## src/rtl/fb_port_arbiter_if.sv

```systemverilog
// Bundle of the two requester ports and the framebuffer RAM port seen by fb_port_arbiter.
// The arbiter takes the slave view; a requester/RAM-side environment takes the master view.
interface fb_port_arbiter_if #(
  parameter int ADDR_W = 19,
  parameter int DATA_W = 3
);
  logic              vid_req;
  logic [ADDR_W-1:0] vid_addr;
  logic              vid_gnt;
  logic              vid_rvalid;
  logic [DATA_W-1:0] vid_rdata;
  logic              vid_miss;

  logic              gl_req;
  logic              gl_we;
  logic [ADDR_W-1:0] gl_addr;
  logic [DATA_W-1:0] gl_wdata;
  logic              gl_gnt;
  logic              gl_rvalid;
  logic [DATA_W-1:0] gl_rdata;

  logic [ADDR_W-1:0] ram_address;
  logic              ram_write_enabled;
  logic [DATA_W-1:0] ram_write_data;
  logic [DATA_W-1:0] ram_read_data;

  modport slave (
    input  vid_req, vid_addr, gl_req, gl_we, gl_addr, gl_wdata, ram_read_data,
    output vid_gnt, vid_rvalid, vid_rdata, vid_miss,
    output gl_gnt, gl_rvalid, gl_rdata,
    output ram_address, ram_write_enabled, ram_write_data
  );

  modport master (
    output vid_req, vid_addr, gl_req, gl_we, gl_addr, gl_wdata, ram_read_data,
    input  vid_gnt, vid_rvalid, vid_rdata, vid_miss,
    input  gl_gnt, gl_rvalid, gl_rdata,
    input  ram_address, ram_write_enabled, ram_write_data
  );
endinterface

```

## src/rtl/fb_port_arbiter.sv

```systemverilog
// Framebuffer RAM arbiter: video scanout has priority, game logic gets a forced slot
// after MAX_WAIT consecutive denials; read data is steered back by a {valid, owner} tag pipe.
module fb_port_arbiter #(
  parameter int ADDR_W   = 19,
  parameter int DATA_W   = 3,
  parameter int RD_LAT   = 1,
  parameter int MAX_WAIT = 4
) (
  input  logic               clock,
  input  logic               reset,
  fb_port_arbiter_if.slave   bus
);

  localparam logic [0:0] PRI_VID  = 1'b0;
  localparam logic [0:0] FORCE_GL = 1'b1;

  localparam logic [3:0] WAIT_SAT  = 4'(MAX_WAIT);
  localparam logic [3:0] WAIT_LAST = 4'(MAX_WAIT - 1);

  logic [0:0]    state;
  logic [3:0]    wait_cnt;
  logic          vid_gnt;
  logic          gl_gnt;
  logic          vid_acc;
  logic          gl_acc;
  logic          gl_held;
  logic          rd_acc;
  logic [RD_LAT:0] vld_p;
  logic [RD_LAT:0] own_gl_p;

  function automatic logic [3:0] sat_inc(input logic [3:0] v);
    return (v == WAIT_SAT) ? v : v + 4'd1;
  endfunction

  always_comb begin
    vid_gnt = 1'b0;
    gl_gnt  = 1'b0;
    case (state)
      FORCE_GL: begin
        gl_gnt  = bus.gl_req;
        vid_gnt = bus.vid_req & ~bus.gl_req;
      end
      default: begin
        vid_gnt = bus.vid_req;
        gl_gnt  = bus.gl_req & ~bus.vid_req;
      end
    endcase
  end

  assign vid_acc = bus.vid_req & vid_gnt;
  assign gl_acc  = bus.gl_req & gl_gnt;
  assign gl_held = bus.gl_req & ~gl_gnt;
  assign rd_acc  = vid_acc | (gl_acc & ~bus.gl_we);

  assign bus.vid_gnt = vid_gnt;
  assign bus.gl_gnt  = gl_gnt;

  // FORCE_GL always grants a pending game request, so it lasts exactly one cycle
  always_ff @(posedge clock or posedge reset) begin
    if (reset) begin
      state        <= PRI_VID;
      wait_cnt     <= 4'd0;
      bus.vid_miss <= 1'b0;
    end else begin
      bus.vid_miss <= bus.vid_req & ~vid_gnt;
      case (state)
        FORCE_GL: if (gl_acc || !bus.gl_req) state <= PRI_VID;
        default:  if (gl_held && wait_cnt == WAIT_LAST) state <= FORCE_GL;
      endcase
      if (!bus.gl_req || gl_acc) wait_cnt <= 4'd0;
      else                       wait_cnt <= sat_inc(wait_cnt);
    end
  end

  // p0: RAM port register, winner's address/data presented in the cycle after acceptance
  always_ff @(posedge clock or posedge reset) begin
    if (reset) begin
      bus.ram_address       <= '0;
      bus.ram_write_enabled <= 1'b0;
      bus.ram_write_data    <= '0;
    end else begin
      bus.ram_write_enabled <= gl_acc & bus.gl_we;
      if (vid_acc) begin
        bus.ram_address <= bus.vid_addr;
      end else if (gl_acc) begin
        bus.ram_address    <= bus.gl_addr;
        bus.ram_write_data <= bus.gl_wdata;
      end
    end
  end

  // p0..pRD_LAT: read tag pipe, stage RD_LAT lines up with ram_read_data
  always_ff @(posedge clock or posedge reset) begin
    if (reset) begin
      vld_p    <= '0;
      own_gl_p <= '0;
    end else begin
      vld_p    <= {vld_p[RD_LAT-1:0], rd_acc};
      own_gl_p <= {own_gl_p[RD_LAT-1:0], gl_acc};
    end
  end

  assign bus.vid_rvalid = vld_p[RD_LAT] & ~own_gl_p[RD_LAT];
  assign bus.gl_rvalid  = vld_p[RD_LAT] &  own_gl_p[RD_LAT];
  assign bus.vid_rdata  = bus.ram_read_data;
  assign bus.gl_rdata   = bus.ram_read_data;

endmodule

```

## src/flat_wrapper.sv

```systemverilog
// flat-port wrapper written by rule: the top's interface ports become plain ports
module fb_port_arbiter_flat 
#(
  parameter int ADDR_W   = 19,
  parameter int DATA_W   = 3,
  parameter int RD_LAT   = 1,
  parameter int MAX_WAIT = 4
)
  (clock, reset, bus_vid_req, bus_vid_addr, bus_gl_req, bus_gl_we, bus_gl_addr, bus_gl_wdata, bus_ram_read_data, bus_vid_gnt, bus_vid_rvalid, bus_vid_rdata, bus_vid_miss, bus_gl_gnt, bus_gl_rvalid, bus_gl_rdata, bus_ram_address, bus_ram_write_enabled, bus_ram_write_data);
  fb_port_arbiter_if #(.ADDR_W(ADDR_W), .DATA_W(DATA_W)) bus_i ();
  input  logic clock;
  input  logic reset;
  input wire logic [$bits(bus_i.vid_req)-1:0] bus_vid_req;
  input wire logic [$bits(bus_i.vid_addr)-1:0] bus_vid_addr;
  input wire logic [$bits(bus_i.gl_req)-1:0] bus_gl_req;
  input wire logic [$bits(bus_i.gl_we)-1:0] bus_gl_we;
  input wire logic [$bits(bus_i.gl_addr)-1:0] bus_gl_addr;
  input wire logic [$bits(bus_i.gl_wdata)-1:0] bus_gl_wdata;
  input wire logic [$bits(bus_i.ram_read_data)-1:0] bus_ram_read_data;
  output wire logic [$bits(bus_i.vid_gnt)-1:0] bus_vid_gnt;
  output wire logic [$bits(bus_i.vid_rvalid)-1:0] bus_vid_rvalid;
  output wire logic [$bits(bus_i.vid_rdata)-1:0] bus_vid_rdata;
  output wire logic [$bits(bus_i.vid_miss)-1:0] bus_vid_miss;
  output wire logic [$bits(bus_i.gl_gnt)-1:0] bus_gl_gnt;
  output wire logic [$bits(bus_i.gl_rvalid)-1:0] bus_gl_rvalid;
  output wire logic [$bits(bus_i.gl_rdata)-1:0] bus_gl_rdata;
  output wire logic [$bits(bus_i.ram_address)-1:0] bus_ram_address;
  output wire logic [$bits(bus_i.ram_write_enabled)-1:0] bus_ram_write_enabled;
  output wire logic [$bits(bus_i.ram_write_data)-1:0] bus_ram_write_data;
  assign bus_i.vid_req = bus_vid_req;
  assign bus_i.vid_addr = bus_vid_addr;
  assign bus_i.gl_req = bus_gl_req;
  assign bus_i.gl_we = bus_gl_we;
  assign bus_i.gl_addr = bus_gl_addr;
  assign bus_i.gl_wdata = bus_gl_wdata;
  assign bus_i.ram_read_data = bus_ram_read_data;
  assign bus_vid_gnt = bus_i.vid_gnt;
  assign bus_vid_rvalid = bus_i.vid_rvalid;
  assign bus_vid_rdata = bus_i.vid_rdata;
  assign bus_vid_miss = bus_i.vid_miss;
  assign bus_gl_gnt = bus_i.gl_gnt;
  assign bus_gl_rvalid = bus_i.gl_rvalid;
  assign bus_gl_rdata = bus_i.gl_rdata;
  assign bus_ram_address = bus_i.ram_address;
  assign bus_ram_write_enabled = bus_i.ram_write_enabled;
  assign bus_ram_write_data = bus_i.ram_write_data;
  fb_port_arbiter #(.ADDR_W(ADDR_W), .DATA_W(DATA_W), .RD_LAT(RD_LAT), .MAX_WAIT(MAX_WAIT)) u_core (.clock(clock), .reset(reset), .bus(bus_i));
endmodule
```

## config.mk

```make
export PLATFORM = sky130hd
export DESIGN_NAME = fb_port_arbiter_flat
export DESIGN_NICKNAME = d
export VERILOG_FILES = /design/src/rtl/fb_port_arbiter_if.sv /design/src/rtl/fb_port_arbiter.sv /design/src/flat_wrapper.sv
export SDC_FILE = /design/constraint.sdc
export NUM_CORES = 1
export LEC_CHECK = 0
export CAP_MARGIN = 20
export CORE_ASPECT_RATIO = 0.9
export CORE_MARGIN = 2
export CORE_UTILIZATION = 34
export DETAILED_ROUTE_END_ITERATION = 10
export PLACE_DENSITY = 0.75
export REMOVE_ABC_BUFFERS = 1
export SKIP_CTS_REPAIR_TIMING = 1
export SYNTH_ARGS = -nofsm -noshare
export SYNTH_HDL_FRONTEND = slang
export SYNTH_SLANG_ARGS = --single-unit
```

## constraint.sdc

```tcl
create_clock -name clock -period 1.1 [get_ports clock]
set_input_delay 0.22 -clock clock [delete_from_list [all_inputs] [get_ports clock]]
set_output_delay 0.22 -clock clock [all_outputs]
set_load 0.02 [all_outputs]
```

Word-level counts from Yosys, hierarchy flattened
Index checks and enable logic that the tools add are counted.
{ "op_classes": {"add_sub_neg": 1, "n_eq_ne": 3, "muxes": 9, "n_bitwise": 18, "reduce_logical": 5} }
{ "ops": {"columns": ["cell", "n"], "rows": [
  ["two-way mux 19 bit", 2],
  ["AND 1 bit", 10],
  ["two-way mux 4 bit", 2],
  ["NOT 1 bit", 7],
  ["two-way mux 1 bit", 5],
  ["adder 4 x 1 -> 4 bit (second input constant)", 1],
  ["equality test 4 x 2 -> 1 bit (second input constant)", 1],
  ["equality test 4 x 3 -> 1 bit (second input constant)", 1],
  ["!= test 2 x 1 -> 1 bit (second input constant)", 1],
  ["AND reduction 2 bit", 1],
  ["nonzero test 2 bit", 1],
  ["logical AND 1 bit", 1],
  ["zero test 1 bit", 1],
  ["logical OR 1 bit", 1],
  ["OR 1 bit", 1]
]} }
{ "word_totals": {"ff_bits": 33, "out_inout_bits": 34, "elab_cells": 44} }

Longest topological paths before layout
{ "logic_depth": {"ltp_word": 8, "ltp_mapped": 5, "ltp_nobuf": 5} }

Worst setup path before layout
No wires, ideal clock.
{ "synth_timing": {"path_type": "register -> register", "from": "register u_core.wait_cnt[0]", "to": "register u_core.wait_cnt[1]", "setup_time_ns": 0.122, "t_arrival_ns": 0.987, "t_required_ns": 0.978, "path_slack_ns": -0.009, "stages_incl_launch_ff": 6, "n_path_buf": 0, "cell_sequence": "dfrtp_1 > inv_1 > ha_1 > nand3b_1 > mux2i_1 > nor2_1"} }
{ "synth_between": {"elab_chain_len": 3} }
{ "synth_rtl": {"columns": ["item", "line_no", "text"], "rows": [
  ["start: declaration", "fb_port_arbiter.sv:21", "logic [3:0] wait_cnt;"],
  ["start signal: assignment", "fb_port_arbiter.sv:71", "else wait_cnt <= sat_inc(wait_cnt);"],
  ["adder 4 x 1 -> 4 bit", "fb_port_arbiter.sv:32", "return (v == WAIT_SAT) ? v : v + 4'd1;"],
  ["two-way mux 4 bit", "fb_port_arbiter.sv:32", null],
  ["two-way mux 4 bit", "fb_port_arbiter.sv:70", "if (!bus.gl_req || gl_acc) wait_cnt <= 4'd0;"]
]} }
Parallel ways exist; a longest one is shown, timed or not. The select of a mux whose other input is x is not followed.
A chain may end at the register's enable or synchronous reset.

Worst setup path in the final report
{ "layout_timing": {"from": "register u_core.state", "to": "output bus_gl_gnt"} }
{ "layout_between": {"elab_chain_len": 1} }
{ "layout_rtl": {"columns": ["item", "line_no", "text"], "rows": [
  ["start: declaration", "fb_port_arbiter.sv:20", "logic [0:0] state;"],
  ["start signal: assignment", "fb_port_arbiter.sv:61", "state <= PRI_VID;"],
  ["start signal: assignment", "fb_port_arbiter.sv:67", "FORCE_GL: if (gl_acc || !bus.gl_req) state <= PRI_VID;"],
  ["start signal: assignment", "fb_port_arbiter.sv:68", "default: if (gl_held && wait_cnt == WAIT_LAST) state <= FORCE_GL;"],
  ["two-way mux 1 bit", "fb_port_arbiter.sv:38", "case (state)"],
  ["end: declaration", "flat_wrapper.sv:24", "output wire logic [$bits(bus_i.gl_gnt)-1:0] bus_gl_gnt;"]
]} }
Every way passes these cells.

==> metrics.yaml <==
outcome:
  outcome: "finished with violations"
  violations: "negative setup slack"
setup_path:
  cp_slowest_cell: "dfrtp_1"
  start_kind: "flip-flop"
  crit_arrival_ns: 1.06
  r2r-end: "u_core.bus.ram_write_data[1]"
  rr_startpoint: "u_core.state"
  crit_path_max_fanout: 3
  cp-end-kind: "primary output"
  rr_worst_depth: 4
  critPathKind: "reg -> out"
  crit_required_ns: 0.88
  crit_chain: "o21ai_2 -> inv_2 -> clkbuf_2"
  reg2reg_slack_ns: -0.10
  slowest_delay_ns: 0.41
sta:
  tightest_slew_ns: 0.244
  drv_slew: 0
  period_minus_slack_ns: 1.28
  maxSlewHeadroom_pct: 83.7
  worst_hold_slack_ns: 0.160
  setup_viol: 27
  finalHoldViolCount: 0
  max_freq_mhz: 782
  layout_setup_ws_ns: -0.179
  skew_ns: 0.00563
  fin_crit_sh_pct: 116
  rsz0062_at_grt: "true"
floorplan:
  core-area_um2: 4160
  die_area_um2: 4970
  chipHeight_um: 67.1
  die_x_um: 74.1
  start_util_pct: 36.2
  pin_count: 83
  num_rows: 22
clock_tree:
  cts_buffers: 5
  insertion_delay_ns: 0.28
  clockBufferDepth: 2
  cts_tree: "yes"
  cts.sinks: 33
  path_clk_slew_ns: 0.06
  cts.htree.levels: 2
  clock_tree.root_cell: "clkbuf_8"
synthesis:
  ys_ff_latch: 33
  synthMuxAreaShare_pct: 4.25
  yosys_warnings: 0
  synth_compound_gate_area_share_pct: 15.8
  syn_inst: 124
  synth_top_family_by_area: "compound AO/OA/AOI/OAI gates"
  synthAdderAreaFrac_pct: 1.67
  ys_types: 28
  ys_async_sr_fraction_pct: 100
  yosys.area_share.simple_pct: 13.8
  synth_edf_count: 0
  synth.avg_cell_area_um2: 12.1
  synth-xor-area-share_pct: 0.583
  synth-seq-area-share_pct: 55.0
  synth_area_um2: 1500
  synthFlopType: "dfrtp_1"
drt:
  vias: 1303
  first_pass_iters: 4
  drt_iter0_drc: 115
  wl_per_cell_um: 16.1
  drtAntennaViolNets: 0
  via_per_inst: 4.94
  post-route-drc-count: 0
  postRouteWirelength_mm: 4.26
placement:
  routabilityCongestion: 0.775
  post-place-ws_ns: -0.724
  port_buffers: 73
  place.detailed.hpwl_mm: 3.15
  postPlaceCellArea_um2: 2330
global_route:
  antenna_found_initial: 0
  grt_max_degree: 28
  globalRouteOverflowTotal: 0
  grt_pass1_vias: 1375
  grt_pass1_wl_mm: 6.59
  grtUsageTotal_pct: 17.8
pwr:
  clockPowerShare_pct: 30.8
  p_switching_uw: 790
  p_sw_share_pct: 26.8
  pwr-share-comb_pct: 23.2
  vdd_drop_max_mv: 0.710
  powerDensity_nw_per_um2: 1270
  seqPwrFrac_pct: 46.0
  p_leak_nw: 1.07
  internal_power_mw: 2.16
cells_and_area:
  drive_above_1_share_pct: 31.9
  final_common_cell: "clkdlybuf4s50_1"
  mostFrequentLayoutCells: "43 x clkdlybuf4s50_1, 33 x dfrtp_1, 23 x clkbuf_2"
  final_area_um2: 2330
  nFillCells: 371
  fin_nets: 255
  syn2layout_area_growth_pct: 54.9
  n_antenna_cell: 0
job:
  drv_cap: 0
worst_hold_path:
  hold_path.class: "in -> async"
==> final cells by class <==
class                           count  area, um2  area share (%)
Inverter                            9       33.8            1.45
Multi-Input combinational cell     68        559            24.0
Sequential cell                    33        826            35.5
Timing Repair Buffer               87        747            32.1
Clock buffer                        7       86.3            3.71
Tap cell                           60       75.1            3.23
==> power by group through the flow <==
| stage | combinational (mW) | clock (mW) | sequential (mW) |
|---|---|---|---|
| after floorplan | 0.180 | 0 | 1.49 |
| after global placement | 0.744 | 0 | 1.37 |
| after detailed placement | 0.765 | 0 | 1.38 |
| after CTS | 0.770 | 0.943 | 1.36 |
| after global routing | 0.729 | 0.998 | 1.37 |
| final | 0.686 | 0.908 | 1.36 |
==> cells in the mapped netlist (2+ instances only) <==
master,instances,area share (%)
inv_1,7,1.7
buf_2,5,1.7
nor2b_1,2,0.83
o221a_1,10,7.5
o221a_2,8,6.0
dfrtp_1,33,55
and2_1,2,0.83
ha_1,2,1.7
mux2i_1,3,2.0
inv_2,2,0.50
mux2_1,3,2.2
buf_4,6,3.0
nand2_1,4,1.0
or3_1,18,7.5
nor2_1,6,1.5
==> cell families after synthesis <==
logic type,count (synthesis)
AOI/OAI and AO/OA,23
buffers and inverters,23
and+or+nand+nor,36
DFF,33
xor gates and xnor gates,1
adders and majority gates,2
muxes,6
==> metal layers <==
layer	vias to the layer above	wire [um]	global-route usage (%)	part of all wire, %
li1	601	-	-	-
met1	640	1760	21.1	41
met2	60	2150	30.8	51
met3	2	313	4.99	7.4
met4	0	28	6.14	0.66
met5	-	0	0	0
==> per-stage QoR <==
stage / total power [mW] / std cells / TNS [ns] / util, %
final: 2.95 / 264 / -1.75 / 56.0
after global routing: 3.10 / 264 / -3.19 / 56.0
after CTS: 3.07 / 264 / -16.79 / 58.0
after detailed placement: 2.14 / 257 / -17.35 / 56.0
after global placement: 2.12 / 257 / -16.08 / 56.0
after floorplan: 1.67 / 110 / -3.72 / -
==> flip-flops by register name, summed over array words and instances, names as in the netlist <==
name and flops:
u_core.state 1, u_core.bus.ram_write_data 3, u_core.bus.ram_write_enabled 1, u_core.own_gl_p 2, u_core.vld_p 2, u_core.bus.ram_address 19, u_core.wait_cnt 4, u_core.bus.vid_miss 1
==> worst max-delay path: cells and delay by family, from the launching register on <==
kind	cells	cell delay, ns
AOI/OAI and AO/OA	1	0.17
buffers and inverters	2	0.20
DFF	1	0.41
==> how the worst max path moves through the flow <==
stage / startpoint / to / slack (ns) / cells past startpoint
floorplan: u_core.state / u_core.bus.ram_write_data[0] / -0.43 / 3
global placement: bus_vid_req / bus_gl_gnt / -0.72 / 5
detailed placement: bus_vid_req / bus_gl_gnt / -0.72 / 5
CTS: bus_vid_req / bus_gl_gnt / -0.74 / 5
global route: u_core.state / bus_gl_gnt / -0.24 / 3
finish: u_core.state / bus_gl_gnt / -0.18 / 3
(Power assumes the default switching activity.)
